**config.mk**
```make
export PLATFORM = sky130hd
export DESIGN_NAME = dna_seq_gen
export DESIGN_NICKNAME = d
export VERILOG_FILES = /design/src/rtl/dna_seq_gen.sv
export SDC_FILE = /design/constraint.sdc
export NUM_CORES = 1
export LEC_CHECK = 0
export BUFFER_PORTS_ARGS = -buffer_cell sky130_fd_sc_hd__buf_2
export CAP_MARGIN = 0
export CORE_MARGIN = 1
export CORE_UTILIZATION = 45
export DETAILED_ROUTE_END_ITERATION = 7
export REMOVE_ABC_BUFFERS = 1
export SETUP_SLACK_MARGIN = 0.15
export SLEW_MARGIN = 10
export SYNTH_ARGS = -nofsm -noshare
export SYNTH_HDL_FRONTEND = slang
export SYNTH_SLANG_ARGS = --single-unit
```
**constraint.sdc**
```tcl
create_clock -name clk -period 3.35 [get_ports clk]
set_input_delay 0.335 -clock clk [delete_from_list [all_inputs] [get_ports clk]]
set_output_delay 0.335 -clock clk [all_outputs]
set_load 0.005 [all_outputs]
```
**src/rtl/dna_seq_gen.sv**
```systemverilog
// Streams packed 2-bit DNA bases out as ASCII characters, one per cycle,
// fed by a two-word input FIFO so consecutive words play out without a gap.
module dna_seq_gen (
  input  logic        clk,
  input  logic        reset,
  input  logic [31:0] word_in,
  input  logic        word_valid,
  output logic        word_ready,
  input  logic        hold,
  output logic [7:0]  out,
  output logic        out_valid,
  output logic [7:0]  sent_cnt
);

  typedef enum logic [0:0] {
    IDLE = 1'b0,
    SEND = 1'b1
  } state_t;

  state_t      state_r;
  state_t      state_next_s;
  logic [31:0] fifo_mem_r [2];
  logic        rd_ptr_r;
  logic        wr_ptr_r;
  logic [1:0]  count_r;
  logic [31:0] shift_r;
  logic [3:0]  base_idx_r;
  logic [7:0]  sent_cnt_r;
  logic        push_s;
  logic        pop_s;
  logic        advance_s;
  logic [1:0]  cur_code_s;

  function automatic logic [7:0] base_ascii(input logic [1:0] code);
    logic [7:0] ch;
    case (code)
      2'b00:   ch = 8'h41;
      2'b01:   ch = 8'h54;
      2'b10:   ch = 8'h47;
      2'b11:   ch = 8'h43;
      default: ch = 8'h00;
    endcase
    return ch;
  endfunction

  // Ready depends only on the registered occupancy, never on a same-cycle pop.
  assign word_ready = (count_r < 2'd2);
  assign push_s     = word_valid & word_ready;
  assign out_valid  = (state_r == SEND);
  assign sent_cnt   = sent_cnt_r;
  assign cur_code_s = shift_r[{base_idx_r, 1'b0} +: 2];

  // State register.
  always_ff @(posedge clk) begin
    if (reset) begin
      state_r <= IDLE;
    end else begin
      state_r <= state_next_s;
    end
  end

  // Next-state logic with pop and advance decisions.
  always_comb begin
    state_next_s = state_r;
    pop_s        = 1'b0;
    advance_s    = 1'b0;
    case (state_r)
      IDLE: begin
        if (count_r != 2'd0) begin
          pop_s        = 1'b1;
          state_next_s = SEND;
        end else begin
          state_next_s = IDLE;
        end
      end
      SEND: begin
        if (!hold) begin
          advance_s = 1'b1;
          if (base_idx_r == 4'd15) begin
            if (count_r != 2'd0) begin
              pop_s        = 1'b1;
              state_next_s = SEND;
            end else begin
              state_next_s = IDLE;
            end
          end else begin
            state_next_s = SEND;
          end
        end else begin
          state_next_s = SEND;
        end
      end
      default: begin
        state_next_s = IDLE;
      end
    endcase
  end

  // FIFO storage, pointers and occupancy.
  always_ff @(posedge clk) begin
    if (reset) begin
      fifo_mem_r[0] <= 32'h0000_0000;
      fifo_mem_r[1] <= 32'h0000_0000;
      rd_ptr_r      <= 1'b0;
      wr_ptr_r      <= 1'b0;
      count_r       <= 2'd0;
    end else begin
      if (push_s) begin
        fifo_mem_r[wr_ptr_r] <= word_in;
        wr_ptr_r             <= ~wr_ptr_r;
      end
      if (pop_s) begin
        rd_ptr_r <= ~rd_ptr_r;
      end
      count_r <= count_r + {1'b0, push_s} - {1'b0, pop_s};
    end
  end

  // Shift register, base index and emitted-base counter.
  always_ff @(posedge clk) begin
    if (reset) begin
      shift_r    <= 32'h0000_0000;
      base_idx_r <= 4'd0;
      sent_cnt_r <= 8'd0;
    end else begin
      if (pop_s) begin
        shift_r    <= fifo_mem_r[rd_ptr_r];
        base_idx_r <= 4'd0;
      end else if (advance_s) begin
        // Parking the index at 0 on the way back to IDLE keeps it tidy.
        base_idx_r <= (base_idx_r == 4'd15) ? 4'd0 : base_idx_r + 4'd1;
      end
      if (advance_s) begin
        sent_cnt_r <= sent_cnt_r + 8'd1;
      end
    end
  end

  // Character decode of the current base.
  always_comb begin
    out = 8'h00;
    if (state_r == SEND) begin
      out = base_ascii(cur_code_s);
    end else begin
      out = 8'h00;
    end
  end

endmodule

```
# [Word level (Yosys, flattened, before mapping)]
# Memories as Yosys holds them, arrays and structs flattened. A register that Yosys moved wholly into a read port is not among the register bits.
# Index checks and enable logic that the tools add are counted.
# W data, S select, Z words.
[word_totals] out_inout_bits=18 romBits=0 in_bits=36 regBits=17 word_cells=45 mem_count=1 ramBits=64 latch_bits=0
[mem_list] name="fifo_mem_r" depth=2 word_bits=32 read_ports=1 rd_clocked_by_memory_dff=1 wr=2 line_no="22" rtl="logic [31:0] fifo_mem_r [2];"
[op_classes] magnitude_cmp=1 bitwise=4 muxes=20 addsub=4 n_mul=0 div_mod_pow=0 n_reduce_logical=4 eq_ne=4 n_shift=1
[op_table] operator="$mux W32" n=1
[op_table] operator="$pmux W8 S4" n=1
[op_table] operator="$reduce_or A32 Y1" n=1
[op_table] operator="$shiftx A32 B6 Y2" n=1
[op_table] operator="$mux W1" n=14
[op_table] operator="$add A8 B1 Y8 const B" n=1
[op_table] operator="$mux W8" n=1
[op_table] operator="$add A4 B1 Y4 const B" n=1
[op_table] operator="$eq A2 B2 Y1 const B" n=2
[op_table] operator="$eq A4 B4 Y1 const B" n=1
[op_table] operator="$mux W4" n=1
[op_table] operator="$pmux W1 S2" n=2
[op_table] operator="$not A1 Y1" n=3
[op_table] operator="$add A2 B1 Y2" n=1
[op_table] operator="$eq A2 B1 Y1 const B" n=1
[op_table] operator="$logic_not A2 Y1" n=1
[op_table] operator="$lt A2 B2 Y1 const B" n=1
[op_table] operator="$reduce_bool A2 Y1" n=1
[op_table] operator="$reduce_or A2 Y1" n=1
[op_table] operator="$sub A2 B1 Y2" n=1
[op_table] operator="$and A1 B1 Y1" n=1

# [Longest topological paths before layout]
[depth] ltp_word=7 ltp_mapped=10 ltp_nobuf=10

# [Least setup slack after synthesis]
# No wires, ideal clock.
[synth_timing] path_kind="register to register" from="reg count_r[1]" to="mem fifo_mem_r[0][0] (enable)" t_required_ns=2.922 stages_incl_launch_ff=3 period_less_slack_ns=2.506 t_arrival_ns=2.078 n_path_buf=0 setup_slack_ns=0.844 setup_time_ns=0.428 cell_sequence="dfxtp_1 -> nand2b_1 -> o21bai_1"
[synth_rtl] element="start: declaration" line_no="25" rtl="logic [1:0] count_r;"
[synth_rtl] element="start signal: assignment" line_no="115" rtl="count_r <= count_r + {1'b0, push_s} - {1'b0, pop_s};"
[synth_rtl] element="end: declaration" line_no="22"

# [Worst setup path after layout]
[layout_timing] from="reg base_idx_r[2]" to="out out[1]"
[layout_between] elab_chain_len=4 elab_cells_between_ends=7 cone_classes="eq/ne: 3; shift: 1; mux: 2; reduce/logical: 1"
[layout_rtl] element="start: declaration" line_no="27" rtl="logic [3:0] base_idx_r;"
[layout_rtl] element="start signal: assignment" line_no="131" rtl="base_idx_r <= (base_idx_r == 4'd15) ? 4'd0 : base_idx_r + 4'd1;"
[layout_rtl] element="$shiftx A32 B6 Y2 *" line_no="51" rtl="assign cur_code_s = shift_r[{base_idx_r, 1'b0} +: 2];"
[layout_rtl] element="$eq A2 B2 Y1, or another cell as far along" line_no="36" rtl="case (code)"
[layout_rtl] element="$pmux W8 S4 *" line_no="36"
[layout_rtl] element="$mux W8 *" line_no="142" rtl="if (state_r == SEND) begin"
[layout_rtl] element="end: declaration" line_no="10" rtl="output logic [7:0] out,"
# Mark *: on every way between the ends. The rest lies on a longest branch, timed or not. The select of a mux whose other input is x is not followed.

==> impl_metrics.yaml <==
route:
  drt-met1-wl_um: 4660
  dr_wl_met2_um: 4750
  wl_per_cell_um: 15.5
  vias: 3362
  drcViolationCount: 0
  ant_nets: 0
  drt-total-wl_um: 9920
  met3WireLength_um: 276
  drt_pass1_iterations: 4
  drt-initial-drc-count: 144
  via_per_inst: 5.26
  top_layer: "met4"
critical_path:
  cp-start-kind: "register"
  worstPathMaxFanout: 12
  cp_data_required_time_ps: 3010
  cp-end-kind: "primary output"
  critPathKind: "reg2out"
  critPathArrivalTime_ps: 2700
sta:
  finalSetupTns_ps: 0
  period_needed_ps: 3030
  worstMarginPinSlew_ps: 1040
  period_share_pct: 90.5
  rsz0062_at_grt: "no"
  fmax_mhz: 330
  fin_worst_skew_ps: 6.01
  maxSlewHeadroom_pct: 30.8
  setup_viol: 0
  finalHoldViolCount: 0
  finalMaxSlewViolations: 0
logic_synthesis:
  synthDistinctLibCells: 46
  syn_inst: 444
  synth_flop_cell: "edfxtp_1"
  ys_ff_latch: 113
  syn_area_um2: 5490
  synth_area_leaders: "edfxtp_1 (35%), dfxtp_1 (18%), a221oi_2 (8.2%), and2_1 (7.5%), a211oi_1 (4.7%)"
  synth_edf_count: 64
  yosysWarningCount: 0
  seq_area_frac_synth_pct: 52.9
  avgSynthCellArea_um2: 12.4
  synth_area_leader_cell: "edfxtp_1"
  synthArstFlopShare_pct: 0
  synth_top_cell_area_share_pct: 35.0
hold_path:
  hp-class: "in2reg"
clocking:
  clk_path_buf_depth: 2
  cts_buffers: 17
  root_buffer: "clkbuf_16"
  cts_hold_buf: 0
  h-tree-depth: 4
  path_clk_slew_ps: 50
  clkLatencyLatePin_ps: 410
  cts_setup_buffers: 0
  cts_sinks: 113
  post_cts_resized: 0
  tritoncts: "done"
global_route:
  grt-ovfl-total: 0
  grt_pass1_wl_um: 16700
  antenna_found_initial: 0
  grt_pass1_vias: 3345
  grt_max_degree: 67
  gr-usage-all-layers_pct: 17.5
placed_design:
  portBuffers: 50
  place_congestion: 0.805
  dp_hpwl_um: 6320
die:
  die_y_um: 112
  die_x_um: 112
  die_area_um2: 12600
  core_um2: 11700
  start_util_pct: 47.0
  io_pins: 54
  rows: 39
finish:
  area_growth_pct: 14.6
  drive_above_1_share_pct: 25.4
  layout_common_cells: "and2_1 (66), edfxtp_1 (64), buf_2 (50), dfxtp_1 (48), inv_1 (35)"
  n_antenna_cell: 0
  utilization_pct: 53.9
  fillers: 1044
  nNetsFinal: 528
  final_common_cell: "and2_1"
pwr:
  ir_worst_vdd_mv: 0.347
  p_leak_nw: 2.48
  power.density_nw_per_um2: 810
run:
  drv_cap: 0
run_status:
  status: "finished clean"
[synth_stat cells (all sizes together), types with 2 or more instances]
cell         count
edfxtp          64
mux4             8
nand4b           2
o22ai            2
nand3b           3
or3              6
nand3            2
or4              2
nor3b            2
dfxtp           49
and2b           27
a221oi          32
nor3             5
nand2            5
ha               9
or2              2
o31ai            2
xor2             4
dlygate4sd1      4
xnor2            2
clkbuf          10
inv             36
a211oi          34
a21oi            7
nor2b            8
mux2i            2
nand2b           4
and2            66
nor2            12
buf             23
o21ai            4
[worst paths after layout]
kind,from,to,slack (ps),cells after the start
worst max register to register,base_idx_r[0],count_r[1],800,10
worst min-delay path,word_in[1],fifo_mem_r[0][1],200,2
worst min register to register,shift_r[5],shift_r[5],460,2
worst max-delay path,base_idx_r[2],out[1],320,7
[report_power, final]
| part | switching, mW | total, mW | internal [mW] |
|---|---|---|---|
| combinational | 0.710 | 1.30 | 0.594 |
| sequential | 0.236 | 2.07 | 1.83 |
| clock | 0.584 | 1.72 | 1.13 |
| total | 1.53 | 5.09 | 3.56 |
[final cells by class]
| cell class | instances | area [um^2] | area share [%] |
|---|---|---|---|
| multi-input cells | 260 | 2210 | 35.1 |
| repair buffers | 55 | 288 | 4.58 |
| inverters | 36 | 135 | 2.15 |
| well taps | 143 | 179 | 2.85 |
| clock buffers | 27 | 523 | 8.32 |
| flip-flops and latches | 113 | 2900 | 46.2 |
| clock inverters | 5 | 50.0 | 0.796 |
[per-stage QoR]
stage / setup slack (ps) / instance area [um^2] / hold WS [ps] / power, mW / std cells
finish: 320 / 6290 / 203 / 5.09 / 639
global route: 151 / 6290 / 202 / 5.39 / 639
CTS: 307 / 6290 / 187 / 5.16 / 639
detailed placement: 772 / 5710 / 451 / 3.43 / 607
global placement: 834 / 5710 / 450 / 3.39 / 607
floorplan: 813 / 5230 / 401 / 3.02 / 409
[flip-flops by register name, indices dropped and copies added (netlist names)]
name	cells
rd_ptr_r	1
sent_cnt	8
fifo_mem_r	64
wr_ptr_r	1
out_valid	1
shift_r	32
base_idx_r	4
count_r	2
[cell families after synthesis]
| group | synth area share [%] |
|---|---|
| AO/OA/AOI/OAI | 15.3 |
| XOR/XNOR | 0.958 |
| adder cells (fa/ha/maj) | 2.05 |
| buffers and inverters | 7.30 |
| flip-flops | 52.9 |
| multiplexers | 4.33 |
| other | 0.0683 |
| AND/OR/NAND/NOR | 17.1 |
[per-layer routing]
layer  global-route usage (%)  vias up
li1                         -     1697
met1                     21.2     1587
met2                     28.8       62
met3                     4.05       16
met4                     10.2        0
met5                        0        -
[worst max-delay path, cell delays in order, from the launching register on]
cell and delay [ps]:
dfxtp_1 690, mux4_1 640, o22ai_1 250, or3_1 180, ha_1 160, nor2_1 40, nor3b_1 180, buf_2 140
Power figures use the tool's default switching activity.
